File: src/rtl/golomb_unpacker.sv
// Golomb codeword unpacker: buffers an MSB-first word stream and decodes one
// limited-length Golomb codeword per dec_start. Optional macro GOLOMB_BITCOUNT_EN adds bits_consumed.
module golomb_unpacker #(
    parameter int pixel_length = 8,
    parameter int word_length  = 32,
    parameter int limit        = 32
) (
    input  logic                    clk,
    input  logic                    reset,
    input  logic [word_length-1:0]  word_in,
    input  logic                    word_valid,
    input  logic                    EOF_in,
    output logic                    word_ready,
    input  logic [3:0]              k,
    input  logic                    dec_start,
    output logic                    dec_ready,
    output logic [pixel_length:0]   value_out,
    output logic                    value_valid,
    output logic                    escape_out,
    output logic                    format_err,
    output logic                    EOF_out
`ifdef GOLOMB_BITCOUNT_EN
    ,
    output logic [31:0]             bits_consumed
`endif
);

    localparam int BUF_W  = 2 * word_length;
    localparam int FILL_W = $clog2(BUF_W + 1);
    localparam int ZC_W   = $clog2(limit + 1);
    localparam int VAL_W  = pixel_length + 1;
    localparam logic [ZC_W-1:0] ZC_MAX = ZC_W'(limit - pixel_length - 1);

    typedef enum logic [1:0] {
        IDLE   = 2'd0,
        UNARY  = 2'd1,
        REMAIN = 2'd2,
        ESCAPE = 2'd3
    } state_t;

    state_t                state_r;
    state_t                state_next_s;
    logic [BUF_W-1:0]      buf_r;
    logic [BUF_W-1:0]      buf_next_s;
    logic [FILL_W-1:0]     fill_r;
    logic [FILL_W-1:0]     fill_next_s;
    logic [ZC_W-1:0]       zc_r;
    logic [ZC_W-1:0]       zc_next_s;
    logic [3:0]            k_r;
    logic [3:0]            k_next_s;
    logic [VAL_W-1:0]      value_r;
    logic [VAL_W-1:0]      value_next_s;
    logic                  value_valid_r;
    logic                  escape_r;
    logic                  escape_next_s;
    logic                  done_s;
    logic                  format_err_r;
    logic                  ferr_set_s;
    logic                  eof_flag_r;
    logic                  accept_s;
    logic                  word_ready_s;
    logic [FILL_W-1:0]     consume_s;
    logic [FILL_W-1:0]     remain_cnt_s;
    logic [BUF_W-1:0]      shifted_s;
    logic [BUF_W-1:0]      word_aligned_s;
    logic [15:0]           top16_s;
    logic [4:0]            rem_shamt_s;
    logic [15:0]           rem_bits_s;
    logic [31:0]           rem_wide_s;
    logic [pixel_length-1:0] esc_bits_s;

    // Head-of-buffer field extraction for the REMAIN and ESCAPE steps
    always_comb begin
        top16_s     = buf_r[BUF_W-1 -: 16];
        rem_shamt_s = 5'd16 - {1'b0, k_r};
        rem_bits_s  = top16_s >> rem_shamt_s;
        rem_wide_s  = (32'(zc_r) << k_r) | {16'd0, rem_bits_s};
        esc_bits_s  = buf_r[BUF_W-1 -: pixel_length];
    end

    // Decoder next-state, bit consumption and result computation
    always_comb begin
        state_next_s  = state_r;
        zc_next_s     = zc_r;
        k_next_s      = k_r;
        consume_s     = {FILL_W{1'b0}};
        value_next_s  = value_r;
        escape_next_s = escape_r;
        done_s        = 1'b0;
        ferr_set_s    = 1'b0;
        case (state_r)
            IDLE: begin
                if (dec_start) begin
                    k_next_s     = k;
                    zc_next_s    = {ZC_W{1'b0}};
                    state_next_s = UNARY;
                end else begin
                    state_next_s = IDLE;
                end
            end
            UNARY: begin
                if (fill_r != {FILL_W{1'b0}}) begin
                    consume_s = FILL_W'(1);
                    if (buf_r[BUF_W-1] == 1'b0) begin
                        // a zero beyond the escape threshold cannot form a legal codeword
                        if (zc_r == ZC_MAX) begin
                            ferr_set_s   = 1'b1;
                            state_next_s = IDLE;
                        end else begin
                            zc_next_s = zc_r + ZC_W'(1);
                        end
                    end else if (zc_r == ZC_MAX) begin
                        state_next_s = ESCAPE;
                    end else begin
                        state_next_s = REMAIN;
                    end
                end else begin
                    state_next_s = UNARY;
                end
            end
            REMAIN: begin
                if (fill_r >= FILL_W'(k_r)) begin
                    consume_s     = FILL_W'(k_r);
                    value_next_s  = rem_wide_s[VAL_W-1:0];
                    escape_next_s = 1'b0;
                    done_s        = 1'b1;
                    state_next_s  = IDLE;
                end else begin
                    state_next_s = REMAIN;
                end
            end
            ESCAPE: begin
                if (fill_r >= FILL_W'(pixel_length)) begin
                    consume_s     = FILL_W'(pixel_length);
                    value_next_s  = VAL_W'(esc_bits_s) + VAL_W'(1);
                    escape_next_s = 1'b1;
                    done_s        = 1'b1;
                    state_next_s  = IDLE;
                end else begin
                    state_next_s = ESCAPE;
                end
            end
            default: begin
                state_next_s = IDLE;
            end
        endcase
    end

    // Bit buffer: drop consumed bits, then append an accepted word below the survivors
    always_comb begin
        word_ready_s   = (fill_r <= FILL_W'(word_length)) && !eof_flag_r;
        accept_s       = word_valid && word_ready_s;
        remain_cnt_s   = fill_r - consume_s;
        shifted_s      = buf_r << consume_s;
        word_aligned_s = {word_in, {word_length{1'b0}}};
        if (accept_s) begin
            buf_next_s  = shifted_s | (word_aligned_s >> remain_cnt_s);
            fill_next_s = remain_cnt_s + FILL_W'(word_length);
        end else begin
            buf_next_s  = shifted_s;
            fill_next_s = remain_cnt_s;
        end
    end

    // State, buffer and result registers
    always_ff @(posedge clk) begin
        if (reset) begin
            state_r       <= IDLE;
            buf_r         <= {BUF_W{1'b0}};
            fill_r        <= {FILL_W{1'b0}};
            zc_r          <= {ZC_W{1'b0}};
            k_r           <= 4'd0;
            value_r       <= {VAL_W{1'b0}};
            value_valid_r <= 1'b0;
            escape_r      <= 1'b0;
            format_err_r  <= 1'b0;
            eof_flag_r    <= 1'b0;
        end else begin
            state_r       <= state_next_s;
            buf_r         <= buf_next_s;
            fill_r        <= fill_next_s;
            zc_r          <= zc_next_s;
            k_r           <= k_next_s;
            value_r       <= value_next_s;
            value_valid_r <= done_s;
            escape_r      <= escape_next_s;
            format_err_r  <= format_err_r | ferr_set_s;
            eof_flag_r    <= eof_flag_r | (accept_s && EOF_in);
        end
    end

`ifdef GOLOMB_BITCOUNT_EN
    logic [31:0] bits_consumed_r;

    // Running total of consumed bits, wraps naturally at 2^32
    always_ff @(posedge clk) begin
        if (reset) begin
            bits_consumed_r <= 32'd0;
        end else begin
            bits_consumed_r <= bits_consumed_r + 32'(consume_s);
        end
    end

    assign bits_consumed = bits_consumed_r;
`endif

    assign word_ready  = word_ready_s;
    assign dec_ready   = (state_r == IDLE);
    assign value_out   = value_r;
    assign value_valid = value_valid_r;
    assign escape_out  = escape_r;
    assign format_err  = format_err_r;
    assign EOF_out     = eof_flag_r && (fill_r == {FILL_W{1'b0}}) && (state_r == IDLE);

endmodule

File: config.mk
export PLATFORM = sky130hd
export DESIGN_NAME = golomb_unpacker
export DESIGN_NICKNAME = d
export VERILOG_FILES = /design/src/rtl/golomb_unpacker.sv
export SDC_FILE = /design/constraint.sdc
export NUM_CORES = 1
export LEC_CHECK = 0
export ABC_AREA = 1
export CELL_PAD_IN_SITES_DETAIL_PLACEMENT = 0
export CELL_PAD_IN_SITES_GLOBAL_PLACEMENT = 2
export CORE_MARGIN = 2
export CORE_UTILIZATION = 30
export CTS_CLUSTER_DIAMETER = 30
export DETAILED_ROUTE_END_ITERATION = 10
export GPL_TIMING_DRIVEN = 1
export MAX_ROUTING_LAYER = met4
export PLACE_DENSITY = 0.88
export SLEW_MARGIN = 20
export SYNTH_ARGS = -nofsm -noshare
export SYNTH_HDL_FRONTEND = slang
export SYNTH_SLANG_ARGS = --single-unit
File: constraint.sdc
create_clock -name clk -period 4.8 [get_ports clk]
set_input_delay 0.48 -clock clk [delete_from_list [all_inputs] [get_ports clk]]
set_output_delay 0.48 -clock clk [all_outputs]
set_load 0.02 [all_outputs]
# --- Word level (Yosys, flattened, before mapping) ---
# Index checks and enable logic that the tools add are counted.
word_totals:
  reg_bits: 96
  in_bits: 41
  out_inout_bits: 15
  elab_cells: 83
classes:
  n_addsub: 5
  order_cmp: 3
  n_eq_ne: 11
  n_shift: 4
  mux: 32
  bitwise_logic: 4
  n_reduce_logical: 14
ops:
  columns: ["cell", "n"]
  rows:
  - ["64-bit 2-to-1 mux", 1]
  - ["64-bit bitwise OR", 1]
  - ["64-bit by 7-bit << shifter with 64-bit output", 1]
  - ["64-bit by 7-bit right shift with 64-bit output", 1]
  - ["6-bit 2-to-1 mux", 4]
  - ["9-bit 2-to-1 mux", 2]
  - ["9-bit one-hot mux with 2 select lines", 1]
  - ["16-bit by 5-bit right shift with 9-bit output", 1]
  - ["2-bit != test, second input constant", 6]
  - ["4-bit one-hot mux with 3 select lines", 1]
  - ["6-bit one-hot mux with 2 select lines", 1]
  - ["1-bit 2-to-1 mux", 11]
  - ["2-bit 2-to-1 mux", 5]
  - ["8-bit by 1-bit adder with 9-bit output, second input constant", 1]
  - ["9-bit bitwise OR", 1]
  - ["6-bit by 4-bit << shifter with 9-bit output", 1]
  - ["4-bit 2-to-1 mux", 2]
  - ["2-bit one-hot mux with 4 select lines", 1]
  - ["7-bit by 6-bit adder with 7-bit output, second input constant", 1]
  - ["7-bit by 4-bit greater-or-equal comparator with 1-bit output", 1]
  - ["7-bit by 4-bit greater-or-equal comparator with 1-bit output, second input constant", 1]
  - ["7-bit by 6-bit less-or-equal comparator with 1-bit output, second input constant", 1]
  - ["7-bit logical NOT", 1]
  - ["7-bit 2-to-1 mux", 1]
  - ["17 further kinds", 25]

# --- Depth between registers and ports, before layout ---
depth:
  word_depth: 7
  depth_mapped: 28
  depth_no_buf: 25

# --- Least setup slack after synthesis ---
# No wires, ideal clock.
synth_timing:
  kind: "reg2reg"
  from: "register k_r[2]"
  to: "register buf_r[32]"
  setup_time_ns: 0.110
  arrival_ns: 3.758
  required_time_ns: 4.690
  path_slack_ns: 0.932
  path_stages_with_launch: 25
  n_path_buf: 5
  period_less_slack_ns: 3.868
  path_cell_list: "dfxtp_1 buf_2 clkinv_1 ha_1 a21oi_1 nand2_1 nand2_1 nand2_4 nand3_4 nand2_4 buf_6 buf_6 ha_1 fa_1 buf_2 clkinv_1 clkbuf_1 o21ai_1 o21ai_0 mux2i_1 nand2_1 nand3_1 nand3_1 nand2_1 inv_1"
synth_between:
  elab_chain_len: 7
  word_cells_on_any_way: 8
  classes_between: "add/sub (1); order compare (1); shift (2); mux (3); bitwise (1)"
synth_rtl:
  columns: ["item", "line_no", "source"]
  rows:
  - ["start, declared", "49", "logic [3:0] k_r;"]
  - ["start signal, assigned", "183", "k_r <= k_next_s;"]
  - ["7-bit by 4-bit greater-or-equal comparator with 1-bit output", "122", "if (fill_r >= FILL_W'(k_r)) begin"]
  - ["4-bit 2-to-1 mux *", "122", null]
  - ["4-bit one-hot mux with 3 select lines *", "91", "case (state_r)"]
  - ["7-bit subtractor", "153", "remain_cnt_s = fill_r - consume_s;"]
  - ["64-bit by 7-bit right shift with 64-bit output", "157", "buf_next_s = shifted_s | (word_aligned_s >> remain_cnt_s);"]
  - ["64-bit bitwise OR", "157", null]
  - ["64-bit 2-to-1 mux *", "156", "if (accept_s) begin"]
  - ["end signal, assigned", "169", "buf_r <= {BUF_W{1'b0}};"]
  - ["end signal, assigned", "180", "buf_r <= buf_next_s;"]
  - ["end, declared", "43", "logic [BUF_W-1:0] buf_r;"]
# Every way passes the cells marked *; elsewhere a longest branch is shown, timed or not.
# A chain may end at the register's enable or synchronous reset.

# --- Worst setup path in the final report ---
layout_timing:
  from: "register k_r[2]"
  to: "register buf_r[27]"
# Same word-level chain as after synthesis.

==> run_results.csv <==
group,metric,value,unit
outcome,status,"finished, final reports clean",
synth,ys_ff_latch,96,
cells_and_area,fin_nets,1891,
clocking,cts_tree,"yes",
synth,synthCells,1875,
clocking,cts_buffer_depth,2,
power_and_ir_drop,leakage,0.005336,uW
die,start_util,30.45,%
clocking,cts.reportedPaths.clkPinSlew,0.07,ns
setup_path,cp-start-kind,"flip-flop",
detailed_routing,postRouteAntennaNets,0,
grt,grt_overflow,0,
worst_hold_path,hp-class,"reg -> reg",
cells_and_area,num_antenna_cells,0,
power_and_ir_drop,combPwrFrac,79.4,%
timing,tns,0,ns
setup_path,path_class,"reg -> reg",
synth,synthAdderAreaFrac,1.618,%
clocking,holdBufCountCts,0,
power_and_ir_drop,p_seq_share,12.0,%
synth,synthDistinctLibCells,50,
setup_path,crit_arrival,4.78,ns
setup_path,slowest_stage,"inv_2",
clocking,cts_resized,0,
timing,period_share,94.01,%
timing,slew_violations,0,
synth,synth-main-ff-cell,"dfxtp_1",
cells_and_area,post-route-util,32.97,%
cells_and_area,n_fill_cell,4018,
synth,synth_area_leaders,"nand3_1 30%, dfxtp_1 18%, nand2_1 16%",
synth,synth_top_area_share,29.92,%
die,dieHeight,191.3,um
power_and_ir_drop,p_clk_share,8.5,%
setup_path,crit_path_max_incr_delay,0.56,ns
placed_design,port_buffers,55,
setup_path,critPathMaxFanout,44,
timing,timing.slew.headroom,43.55,%
synth,synth_compound_area_share,10.66,%
clocking,h-tree-depth,3,
synth,synth_top_cell_by_area,"nand3_1",
die,rows,68,
power_and_ir_drop,p_sw,5969,uW
power_and_ir_drop,cellPowerDensity,855.3,mW/mm^2
job,cap_violations,0,
setup_path,worst-path-buf-inv,3,
synth,synth_top_family_by_area,"simple AND/OR/NAND/NOR gates",
setup_path,required,5.06,ns
clocking,clkLatencyLatePin,0.37,ns
cells_and_area,final_layout_size_suffix_gt1_share,5.103,%
setup_path,end_kind,"flip-flop",
detailed_routing,vias,12326,
synth,synth-simple-area-share,53.73,%
grt,grt_antenna_before_repair,0,
timing,hold_viol,0,
timing,skew,0.01139,ns
die,io_pins,56,
grt,grt_pass1_wl,62.05,mm
die,die_w,191.3,um
setup_path,cp_top_family,"adder cells",
grt,grt_max_degree,70,
timing,finalSetupViolations,0,
timing,rsz0062_at_grt,"false",
synth,yosys_warnings,0,
detailed_routing,remaining_drc_errors,0,
synth,async_flop_share,0,%
grt,grt_pass1_vias,11381,
cells_and_area,area_delta_synth_final,8.266,%
setup_path,critPathMostFrequentCell,"nand2_1",
die,dieArea,0.03658,mm^2
clocking,cts_buffers,9,
placed_design,dp_hpwl,28.84,mm
detailed_routing,detail_route.wl_per_cell,16.99,um
clocking,post_cts_buffers,0,
cells_and_area,final_cell_mix,"629 x nand3_1, 454 x nand2_1, 192 x inv_1",
cells_and_area,layout.cells.most_common,"nand3_1",
grt,grt_usage,21.97,%
timing,tightest_slew,0.8468,ns
detailed_routing,drtPass1Iterations,7,
power_and_ir_drop,p_int,3773,uW
synth,synth_xor_area_share,0.8206,%
synth,synth.cell_area,0.01052,mm^2
synth,syn_area_per_cell,5.611,um^2
synth,synthMuxAreaShare,0.2854,%
power_and_ir_drop,ir_worst_vdd,0.5116,mV
clocking,cts-root-buf,"clkbuf_16",
die,core,0.03454,mm^2
synth,synth_edf_count,0,
clocking,clkSinkCount,96,
synth,ys_seq_area_share,18.27,%
setup_path,cp_cell_sequence,"clkinv_1 -> ha_1 -> a21oi_1 -> nand2_1 -> nand2_1 -> nand2_4 -> nand3_4 -> nand2_4 -> ha_1 -> fa_1 -> nand3b_1 -> a21oi_1 -> nor2_4 -> inv_2 -> o21ai_0 -> o21ai_0 -> nand3_1 -> nand2_1 -> inv_1",
timing,period_minus_slack,4.512,ns
synth,synth_fp_nets,1929,
detailed_routing,vias_per_cell,5.366,
timing,clock.fmax,0.2216,GHz
power_and_ir_drop,power.share.switching,61.27,%
detailed_routing,drt-total-wl,39.02,mm
placed_design,gp_congestion,0.9348,
detailed_routing,drt_iter0_drc,1095,
==> Yosys cell counts (2+ instances only) <==
library cell and n:
buf_8 4, nand2_1 455, nor2_2 2, a211oi_1 4
buf_4 12, nand2_2 3, a31oi_1 9, o21ai_0 98
nand3b_1 4, nand2_4 6, nand3_2 10, o211ai_1 8
o22ai_1 3, nor2_1 58, nor2_8 3, buf_1 14
clkbuf_1 32, nor3_1 8, nor3_2 2, nor2_4 5
clkinv_1 5, nand3_1 629, buf_2 48, a32oi_1 2
o21ai_1 27, inv_1 193, buf_6 17, xor2_1 7
ha_1 12, or2_0 4, mux2i_1 3, nand4_1 10
o2111ai_1 2, or2_2 9, inv_2 9, a21oi_1 49
dfxtp_1 96
==> tightest hold or removal path: stages, from the launching register on <==
cell and delay (ns):
dfxtp_1 0.31, nand2_1 0.06, nand2_1 0.04
==> sequential cells by signal (all words and copies together), names as in the netlist <==
name,cells
escape_out,1
k_r,4
value_out,9
state_r,2
value_valid,1
zc_r,6
buf_r,64
format_err,1
fill_r,7
eof_flag_r,1
==> path summary, 6_finish.rpt <==
check,from,end,slack [ns],cells after the start
worst max-delay path,k_r[2],buf_r[27],0.29,19
worst min-delay path,value_out[4],value_out[4],0.45,2
worst max register to register,k_r[2],buf_r[27],0.29,19
worst min register to register,value_out[4],value_out[4],0.45,2
==> per-layer routing <==
metal | vias to the layer above | global-route usage [%] | part of all wire, %
met5 | - | - | 0
met4 | 0 | 6.627 | 2.6
met3 | 50 | 2.405 | 4.7
met2 | 403 | 35.85 | 47
met1 | 5662 | 28.48 | 46
li1 | 6211 | - | -
==> stage by stage <==
| stage | hold slack, ns | worst slack, ns | cell area, um^2 | power, uW | std cells |
|---|---|---|---|---|---|
| final | 0.4520 | 0.2877 | 11390 | 9742 | 2297 |
| after global routing | 0.4799 | 0.008384 | 11390 | 10740 | 2297 |
| after CTS | 0.4539 | 0.2943 | 11390 | 9710 | 2297 |
| after detailed placement | 0.4421 | 0.3166 | 11060 | 8837 | 2281 |
| after global placement | 0.4392 | 0.3568 | 11060 | 8868 | 2281 |
| after floorplan | 0.4656 | 0.9316 | 10520 | 7002 | 1875 |
==> final cells by class <==
| cell class | count | area, um^2 | share of cell area (%) |
|---|---|---|---|
| inverters | 208 | 783.3 | 6.877 |
| multi-input cells | 1444 | 7063 | 62.01 |
| clock inverters | 6 | 90.09 | 0.7909 |
| repair buffers | 78 | 723.2 | 6.350 |
| flip-flops and latches | 96 | 1922 | 16.87 |
| clock buffers | 10 | 239.0 | 2.098 |
| well taps | 455 | 569.3 | 4.998 |
==> cell families after synthesis <==
logic type / count (synthesis)
buffers and inverters: 335
and+or+nand+nor: 1211
DFF: 96
adders and majority gates: 13
muxes: 3
AOI/OAI and AO/OA: 208
xor gates and xnor gates: 9
==> power by group through the flow <==
stage / clock [uW] / sequential [uW] / combinational, uW
2_1_floorplan: 0 / 1140 / 5860
3_3_place_gp: 0 / 1190 / 7680
3_5_place_dp: 0 / 1190 / 7650
4_1_cts: 853 / 1170 / 7690
5_1_grt: 885 / 1190 / 8660
6_report: 832 / 1170 / 7740
Power figures use the tool's default switching activity.
